===== config.mk =====
export PLATFORM = sky130hd
export DESIGN_NAME = axi2per_res_channel_ctrl
export DESIGN_NICKNAME = d
export VERILOG_FILES = /design/src/rtl/axi2per_res_channel_ctrl.sv
export SDC_FILE = /design/constraint.sdc
export NUM_CORES = 1
export LEC_CHECK = 0
export BUFFER_PORTS_ARGS = -buffer_cell sky130_fd_sc_hd__buf_2
export CORE_UTILIZATION = 43
export CTS_CLUSTER_DIAMETER = 80
export DETAILED_ROUTE_END_ITERATION = 7
export HOLD_SLACK_MARGIN = 0.06
export PLACE_DENSITY = 0.77
export SLEW_MARGIN = 15
export SYNTH_ARGS = -nofsm -noshare
export SYNTH_HDL_FRONTEND = slang
export SYNTH_SLANG_ARGS = --single-unit

===== constraint.sdc =====
create_clock -name clk_i -period 1.5 [get_ports clk_i]
set_input_delay 0.375 -clock clk_i [delete_from_list [all_inputs] [get_ports clk_i]]
set_output_delay 0.375 -clock clk_i [all_outputs]
set_load 0.02 [all_outputs]

===== src/rtl/axi2per_res_channel_ctrl.sv =====
// Response half of the AXI-to-peripheral bridge: waits for the single peripheral response
// of the outstanding transaction and returns it as one AXI R beat or B response.
module axi2per_res_channel_ctrl #(
  parameter int PER_ADDR_WIDTH = 32,
  parameter int PER_DATA_WIDTH = 32,
  parameter int PER_ID_WIDTH   = 5,
  parameter int AXI_ADDR_WIDTH = 32,
  parameter int AXI_DATA_WIDTH = 64,
  parameter int AXI_USER_WIDTH = 6,
  parameter int AXI_ID_WIDTH   = 3
) (
  input  logic                      clk_i,
  input  logic                      rst_ni,
  input  logic                      per_master_r_valid_i,
  input  logic                      per_master_r_opc_i,
  input  logic [PER_DATA_WIDTH-1:0] per_master_r_rdata_i,
  input  logic                      trans_req_i,
  input  logic                      trans_we_i,
  input  logic [AXI_ID_WIDTH-1:0]   trans_id_i,
  input  logic [AXI_ADDR_WIDTH-1:0] trans_add_i,
  output logic                      trans_r_valid_o,
  output logic                      axi_slave_r_valid_o,
  output logic [AXI_DATA_WIDTH-1:0] axi_slave_r_data_o,
  output logic [1:0]                axi_slave_r_resp_o,
  output logic                      axi_slave_r_last_o,
  output logic [AXI_ID_WIDTH-1:0]   axi_slave_r_id_o,
  output logic [AXI_USER_WIDTH-1:0] axi_slave_r_user_o,
  input  logic                      axi_slave_r_ready_i,
  output logic                      axi_slave_b_valid_o,
  output logic [1:0]                axi_slave_b_resp_o,
  output logic [AXI_ID_WIDTH-1:0]   axi_slave_b_id_o,
  output logic [AXI_USER_WIDTH-1:0] axi_slave_b_user_o,
  input  logic                      axi_slave_b_ready_i
);

  localparam int unused_widths = PER_ADDR_WIDTH + PER_ID_WIDTH;

  typedef enum logic [1:0] {IDLE, WAIT_PER, RESP_R, RESP_B} state_t;

  state_t                    state_reg, state_next;
  logic [AXI_ID_WIDTH-1:0]   id_reg, id_next;
  logic                      we_reg, we_next;
  logic                      add2_reg, add2_next;
  logic                      r_valid_reg, r_valid_next;
  logic [AXI_DATA_WIDTH-1:0] r_data_reg, r_data_next;
  logic [1:0]                r_resp_reg, r_resp_next;
  logic                      r_last_reg, r_last_next;
  logic [AXI_ID_WIDTH-1:0]   r_id_reg, r_id_next;
  logic                      b_valid_reg, b_valid_next;
  logic [1:0]                b_resp_reg, b_resp_next;
  logic [AXI_ID_WIDTH-1:0]   b_id_reg, b_id_next;
  logic [AXI_DATA_WIDTH-1:0] rdata_placed;
  logic [1:0]                per_resp;
  logic                      unused_add;

  assign unused_add = ^{trans_add_i[AXI_ADDR_WIDTH-1:3], trans_add_i[1:0], add2_reg};
  assign per_resp   = per_master_r_opc_i ? 2'b10 : 2'b00;

  // A 32-bit peripheral word lands in the 64-bit lane selected by address bit 2.
  generate
    if (PER_DATA_WIDTH == 32) begin : g_narrow
      for (genvar gi = 0; gi < 2; gi++) begin : g_lane
        assign rdata_placed[gi*32 +: 32] = (add2_reg == 1'(gi)) ? per_master_r_rdata_i : 32'h0;
      end
    end else begin : g_wide
      assign rdata_placed = per_master_r_rdata_i;
    end
  endgenerate

  always_comb begin
    state_next      = state_reg;
    id_next         = id_reg;
    we_next         = we_reg;
    add2_next       = add2_reg;
    r_valid_next    = r_valid_reg;
    r_data_next     = r_data_reg;
    r_resp_next     = r_resp_reg;
    r_last_next     = r_last_reg;
    r_id_next       = r_id_reg;
    b_valid_next    = b_valid_reg;
    b_resp_next     = b_resp_reg;
    b_id_next       = b_id_reg;
    trans_r_valid_o = 1'b0;
    case (state_reg)
      IDLE: begin
        if (trans_req_i) begin
          id_next    = trans_id_i;
          we_next    = trans_we_i;
          add2_next  = trans_add_i[2];
          state_next = WAIT_PER;
        end
      end
      WAIT_PER: begin
        if (per_master_r_valid_i) begin
          if (we_reg) begin
            r_valid_next = 1'b1;
            r_data_next  = rdata_placed;
            r_resp_next  = per_resp;
            r_last_next  = 1'b1;
            r_id_next    = id_reg;
            state_next   = RESP_R;
          end else begin
            b_valid_next = 1'b1;
            b_resp_next  = per_resp;
            b_id_next    = id_reg;
            state_next   = RESP_B;
          end
        end
      end
      RESP_R: begin
        if (axi_slave_r_ready_i) begin
          trans_r_valid_o = 1'b1;
          r_valid_next    = 1'b0;
          r_data_next     = '0;
          r_resp_next     = 2'b00;
          r_last_next     = 1'b0;
          r_id_next       = '0;
          state_next      = IDLE;
        end
      end
      RESP_B: begin
        if (axi_slave_b_ready_i) begin
          trans_r_valid_o = 1'b1;
          b_valid_next    = 1'b0;
          b_resp_next     = 2'b00;
          b_id_next       = '0;
          state_next      = IDLE;
        end
      end
      default: state_next = IDLE;
    endcase
  end

  always_ff @(posedge clk_i or negedge rst_ni) begin
    if (!rst_ni) begin
      state_reg   <= IDLE;
      id_reg      <= '0;
      we_reg      <= 1'b0;
      add2_reg    <= 1'b0;
      r_valid_reg <= 1'b0;
      r_data_reg  <= '0;
      r_resp_reg  <= 2'b00;
      r_last_reg  <= 1'b0;
      r_id_reg    <= '0;
      b_valid_reg <= 1'b0;
      b_resp_reg  <= 2'b00;
      b_id_reg    <= '0;
    end else begin
      state_reg   <= state_next;
      id_reg      <= id_next;
      we_reg      <= we_next;
      add2_reg    <= add2_next;
      r_valid_reg <= r_valid_next;
      r_data_reg  <= r_data_next;
      r_resp_reg  <= r_resp_next;
      r_last_reg  <= r_last_next;
      r_id_reg    <= r_id_next;
      b_valid_reg <= b_valid_next;
      b_resp_reg  <= b_resp_next;
      b_id_reg    <= b_id_next;
    end
  end

  assign axi_slave_r_valid_o = r_valid_reg;
  assign axi_slave_r_data_o  = r_data_reg;
  assign axi_slave_r_resp_o  = r_resp_reg;
  assign axi_slave_r_last_o  = r_last_reg;
  assign axi_slave_r_id_o    = r_id_reg;
  assign axi_slave_r_user_o  = '0;
  assign axi_slave_b_valid_o = b_valid_reg;
  assign axi_slave_b_resp_o  = b_resp_reg;
  assign axi_slave_b_id_o    = b_id_reg;
  assign axi_slave_b_user_o  = '0;

`ifndef SYNTHESIS
  // Spurious events are dropped by the FSM; flag them so integration bugs are visible.
  always_ff @(posedge clk_i) begin
    if (rst_ni) begin
      assert (!(per_master_r_valid_i && state_reg != WAIT_PER))
        else $warning("per_master_r_valid_i outside WAIT_PER dropped");
      assert (!(trans_req_i && state_reg != IDLE))
        else $warning("trans_req_i outside IDLE ignored");
      assert (!(r_valid_reg && b_valid_reg))
        else $error("R and B valid in the same cycle");
    end
  end
`endif

endmodule


Yosys cells after proc, flatten, opt, wreduce, memory -nomap -nowiden
Index checks and enable logic that the tools add are counted.

Register bits: 83. Input bits: 75. Output and inout port bits: 90. Word-level logic and storage cells: 65.

Equality and inequality tests: 9. Mux-type cells: 38. Reduce and logical (&&, ||, !) cells: 7.

Operator list (number): $mux W64 (3); $pmux W64 S2 (1); $mux W32 (2); $mux W2 (9); $mux W3 (6); $ne A2 B2 Y1 const B (6); $pmux W3 S2 (2); $reduce_and A4 Y1 (3); $mux W1 (9); $pmux W2 S2 (2); $pmux W2 S4 (1); $pmux W1 S2 (3); $eq A2 B2 Y1 const B (2); $reduce_bool A2 Y1 (2); $eq A2 B1 Y1 const B (1); $logic_not A2 Y1 (1); $reduce_and A2 Y1 (1).

Depth between registers and ports, before layout
Depth in word-level cells: 4. Depth in mapped cells: 6. Depth with buffers taken out: 3.

Worst setup path after synthesis
No wires, ideal clock.

Path kind: register to output. Start point: register state_reg[0]. End point: output trans_r_valid_o. Arrival: 1.227 ns. Required time: 1.125 ns. Slack: -0.102 ns. Cell stages (with the launch flop): 4. Buffers on the path: 1. Cells stage by stage: dfrtp_1 -> buf_2 -> nand2b_1 -> a21boi_0.

Cells in the longest elaborated chain, start to end: 2.

Ends and longest elaborated chain: start: declaration (RTL line 40) `state_t state_reg, state_next;`; start signal: assignment (RTL line 149) `state_reg <= state_next;`; $eq A2 B2 Y1 (RTL line 84) `case (state_reg)`; $pmux W1 S2 * (RTL line 84); end: declaration (RTL line 21) `output logic trans_r_valid_o,`.

Every way passes the cells marked *; elsewhere a longest branch is shown, timed or not.

Worst setup path in the final report
Ends and elaborated chain as after synthesis.

==> results.sh <==
export IMPL_fin_area_um2=5430
export IMPL_seq_power_share_pct=29.0
export IMPL_netlist_instances=290
export IMPL_grt_max_degree=34
export IMPL_setup_worst_path_end="trans_r_valid_o"
export IMPL_ir_drop_mv=1.01
export IMPL_num_vias=2881
export IMPL_synth_area_per_cell_um2=13.0
export IMPL_clkPwrFrac_pct=13.8
export IMPL_drive_gt1_share_pct=58.9
export IMPL_yosys_area_top_type="dfrtp_1"
export IMPL_cp_max_fo=4
export IMPL_gp_congestion=0.861
export IMPL_hold_viol_final=0
export IMPL_coreArea_um2=8340
export IMPL_comb_power_share_pct=57.2
export IMPL_hold_class="primary input to register"
export IMPL_powerDensity_nw_per_um2=2180
export IMPL_areaGrowthSynthToFinish_pct=44.2
export IMPL_routed_via_density=5.24
export IMPL_dieArea_um2=9140
export IMPL_hpwl_um=5540
export IMPL_grt_remaining_overflow=0
export IMPL_yosys_top_cells_area="dfrtp_1 (54%), mux2_2 (19%), nor3b_1 (6.4%)"
export IMPL_switchingPower_mw=4.60
export IMPL_antenna_cells=0
export IMPL_max_clock_freq_mhz=582
export IMPL_required_ps=1120
export IMPL_rr_worst_depth=6
export IMPL_leakage_nw=2.86
export IMPL_ys_warn_count=0
export IMPL_rsz0062_at_grt="yes"
export IMPL_ff_latch_area_um2=2030
export IMPL_r2r_end="axi_slave_r_data_o[26]"
export IMPL_drv_slew=0
export IMPL_fin_nets=515
export IMPL_cts_htree_levels=3
export IMPL_power_internal_mw=7.24
export IMPL_holdCritStartpoint="trans_we_i"
export IMPL_drt_pass1_iterations=4
export IMPL_clock_sinks=81
export IMPL_fillCellCount=640
export IMPL_switching_share_pct=38.8
export IMPL_placed_area_um2=4510
export IMPL_startpoint_type="register"
export IMPL_port_buffers=119
export IMPL_violations="negative setup slack"
export IMPL_antenna_found_initial=0
export IMPL_cts_buffer_depth=2
export IMPL_tns_ps=-6420
export IMPL_clk_insertion_delay_late_ps=350
export IMPL_cts_tree="built"
export IMPL_post_drt_wl_per_cell_um=18.5
export IMPL_cts_buffers=9
export IMPL_ant_nets=0
export IMPL_start_util_pct=45.2
export IMPL_ys_seq_area_share_pct=53.8
export IMPL_layout_commonest_cell="buf_2"
export IMPL_wl_um=10200
export IMPL_status="complete, but fails checks"
export IMPL_num_io_pins=165
export IMPL_layout_setup_ws_ps=-217
export IMPL_multi_input_area_um2=1830
export IMPL_period_share_pct=114
export IMPL_finalCriticalPeriod_ps=1720
export IMPL_largest_register_ffs=64
export IMPL_cap_violations=0
export IMPL_clk_pin_slew_ps=90
export IMPL_synth_top_area_share_pct=53.8
export IMPL_die_h_um=95.6
export IMPL_r2r_slack_ps=-140
export IMPL_grt_pass1_vias=2797
export IMPL_grt_util_all_layers_pct=20.6
export IMPL_grt_pass1_wl_um=14100
export IMPL_clockRootBuffer="clkbuf_8"
export IMPL_syn_area_um2=3770
export IMPL_synth_seq_cells=81
export IMPL_drt_iter0_markers=93
export IMPL_rr_startpoint="state_reg[0]"
export IMPL_drc=0
export IMPL_fp_row_count=33
export IMPL_crit_arrival_ps=1340
export IMPL_critPathCaptureType="output pin"
export IMPL_synth_distinct_cells=28
export IMPL_startpoint="state_reg[0]"
export IMPL_setup_viol=71
export IMPL_crit_type="register to output pin"
export IMPL_skew_ps=8.90
export IMPL_dieWidth_um=95.6
export IMPL_layout_common_cells="buf_2 (117), dfrtp_1 (80), mux2_4 (64)"
[logic make-up (layout without fill, tap and decap cells)]
logic type	Yosys count	in the layout	share of synthesized area, %
flops	81	81	53.8
simple gates	79	81	14.2
mux	72	72	21.9
buf+inv	43	183	6.97
compound gates	14	14	3.09
other cells	1	14	0.0995
[layer usage]
metal	up-vias	global-route usage [%]	routed length, um
li1	1297	-	-
met1	1473	25.0	4530
met2	100	35.8	5010
met3	11	4.47	522
met4	0	7.96	113
met5	-	0	0
[synth_stat cells]
cell type and number:
dfrtp_1 81, mux2_2 63, and3_1 32, nor3b_1 32, buf_4 20, clkbuf_1 12
nand2_1 7, inv_1 5, mux2_4 5, a22o_1 4, mux2i_1 4, o21ai_0 4
buf_2 3, buf_6 3, a31oi_1 2, a21boi_0 1, a21oi_1 1, a2bb2oi_1 1
and4bb_2 1, conb_1 1, nand2b_1 1, nand2b_4 1, nand3_1 1, nand3b_1 1
nor2_1 1, nor2b_1 1, nor3b_2 1, o2bb2ai_4 1
[worst max-delay path, cell delays in order, from the launching register on]
cell      delay [ps]
dfrtp_1          430
buf_6            140
nand2b_4         130
a21boi_2         140
buf_4            160
[power by group through the flow]
stage	clock [mW]	combinational (mW)	sequential, mW
floorplan	0	2.57	4.18
global placement	0	4.74	3.38
detailed placement	0	4.86	3.42
CTS	1.66	5.65	3.39
global route	1.75	7.14	3.52
finish	1.63	6.77	3.44
[metrics by stage]
| stage | setup WS, ps | cells | utilization, % | total power [mW] | hold WS [ps] |
|---|---|---|---|---|---|
| floorplan | 0.759 | 303 | - | 6.75 | 79.4 |
| global placement | -75.1 | 506 | 54.1 | 8.12 | 294 |
| detailed placement | -108 | 506 | 54.1 | 8.28 | 297 |
| CTS | -188 | 540 | 60.2 | 10.7 | 230 |
| global route | -260 | 550 | 65.2 | 12.4 | 246 |
| finish | -217 | 550 | 65.2 | 11.8 | 245 |
[area by class of cell]
class | instances | share of cell area, %
Clock inverter | 7 | 1.40
Tap cell | 105 | 2.42
Inverter | 5 | 0.345
Timing Repair Buffer | 162 | 22.5
Sequential cell | 81 | 37.3
Multi-Input combinational cell | 181 | 33.8
Clock buffer | 9 | 2.28
[timing repair]
item                                   in CTS  in global routing
endpoints found under the hold margin      21                  0
hold buffers                                1                  0
setup buffers                              12                  6
resized for setup                          19                 76
pin swaps                                   2                  4
setup endpoints to repair                  65                 71
gates cloned                                5                  7
[worst min-delay path by stage]
stage                           end  slack (ps)  cells after the start
after floorplan            add2_reg          80                      0
after global placement    id_reg[1]         290                      1
after detailed placement  id_reg[1]         300                      1
after CTS                    we_reg         230                      3
after global routing      id_reg[0]         250                      2
final                        we_reg         250                      3
(Power assumes the default switching activity.)
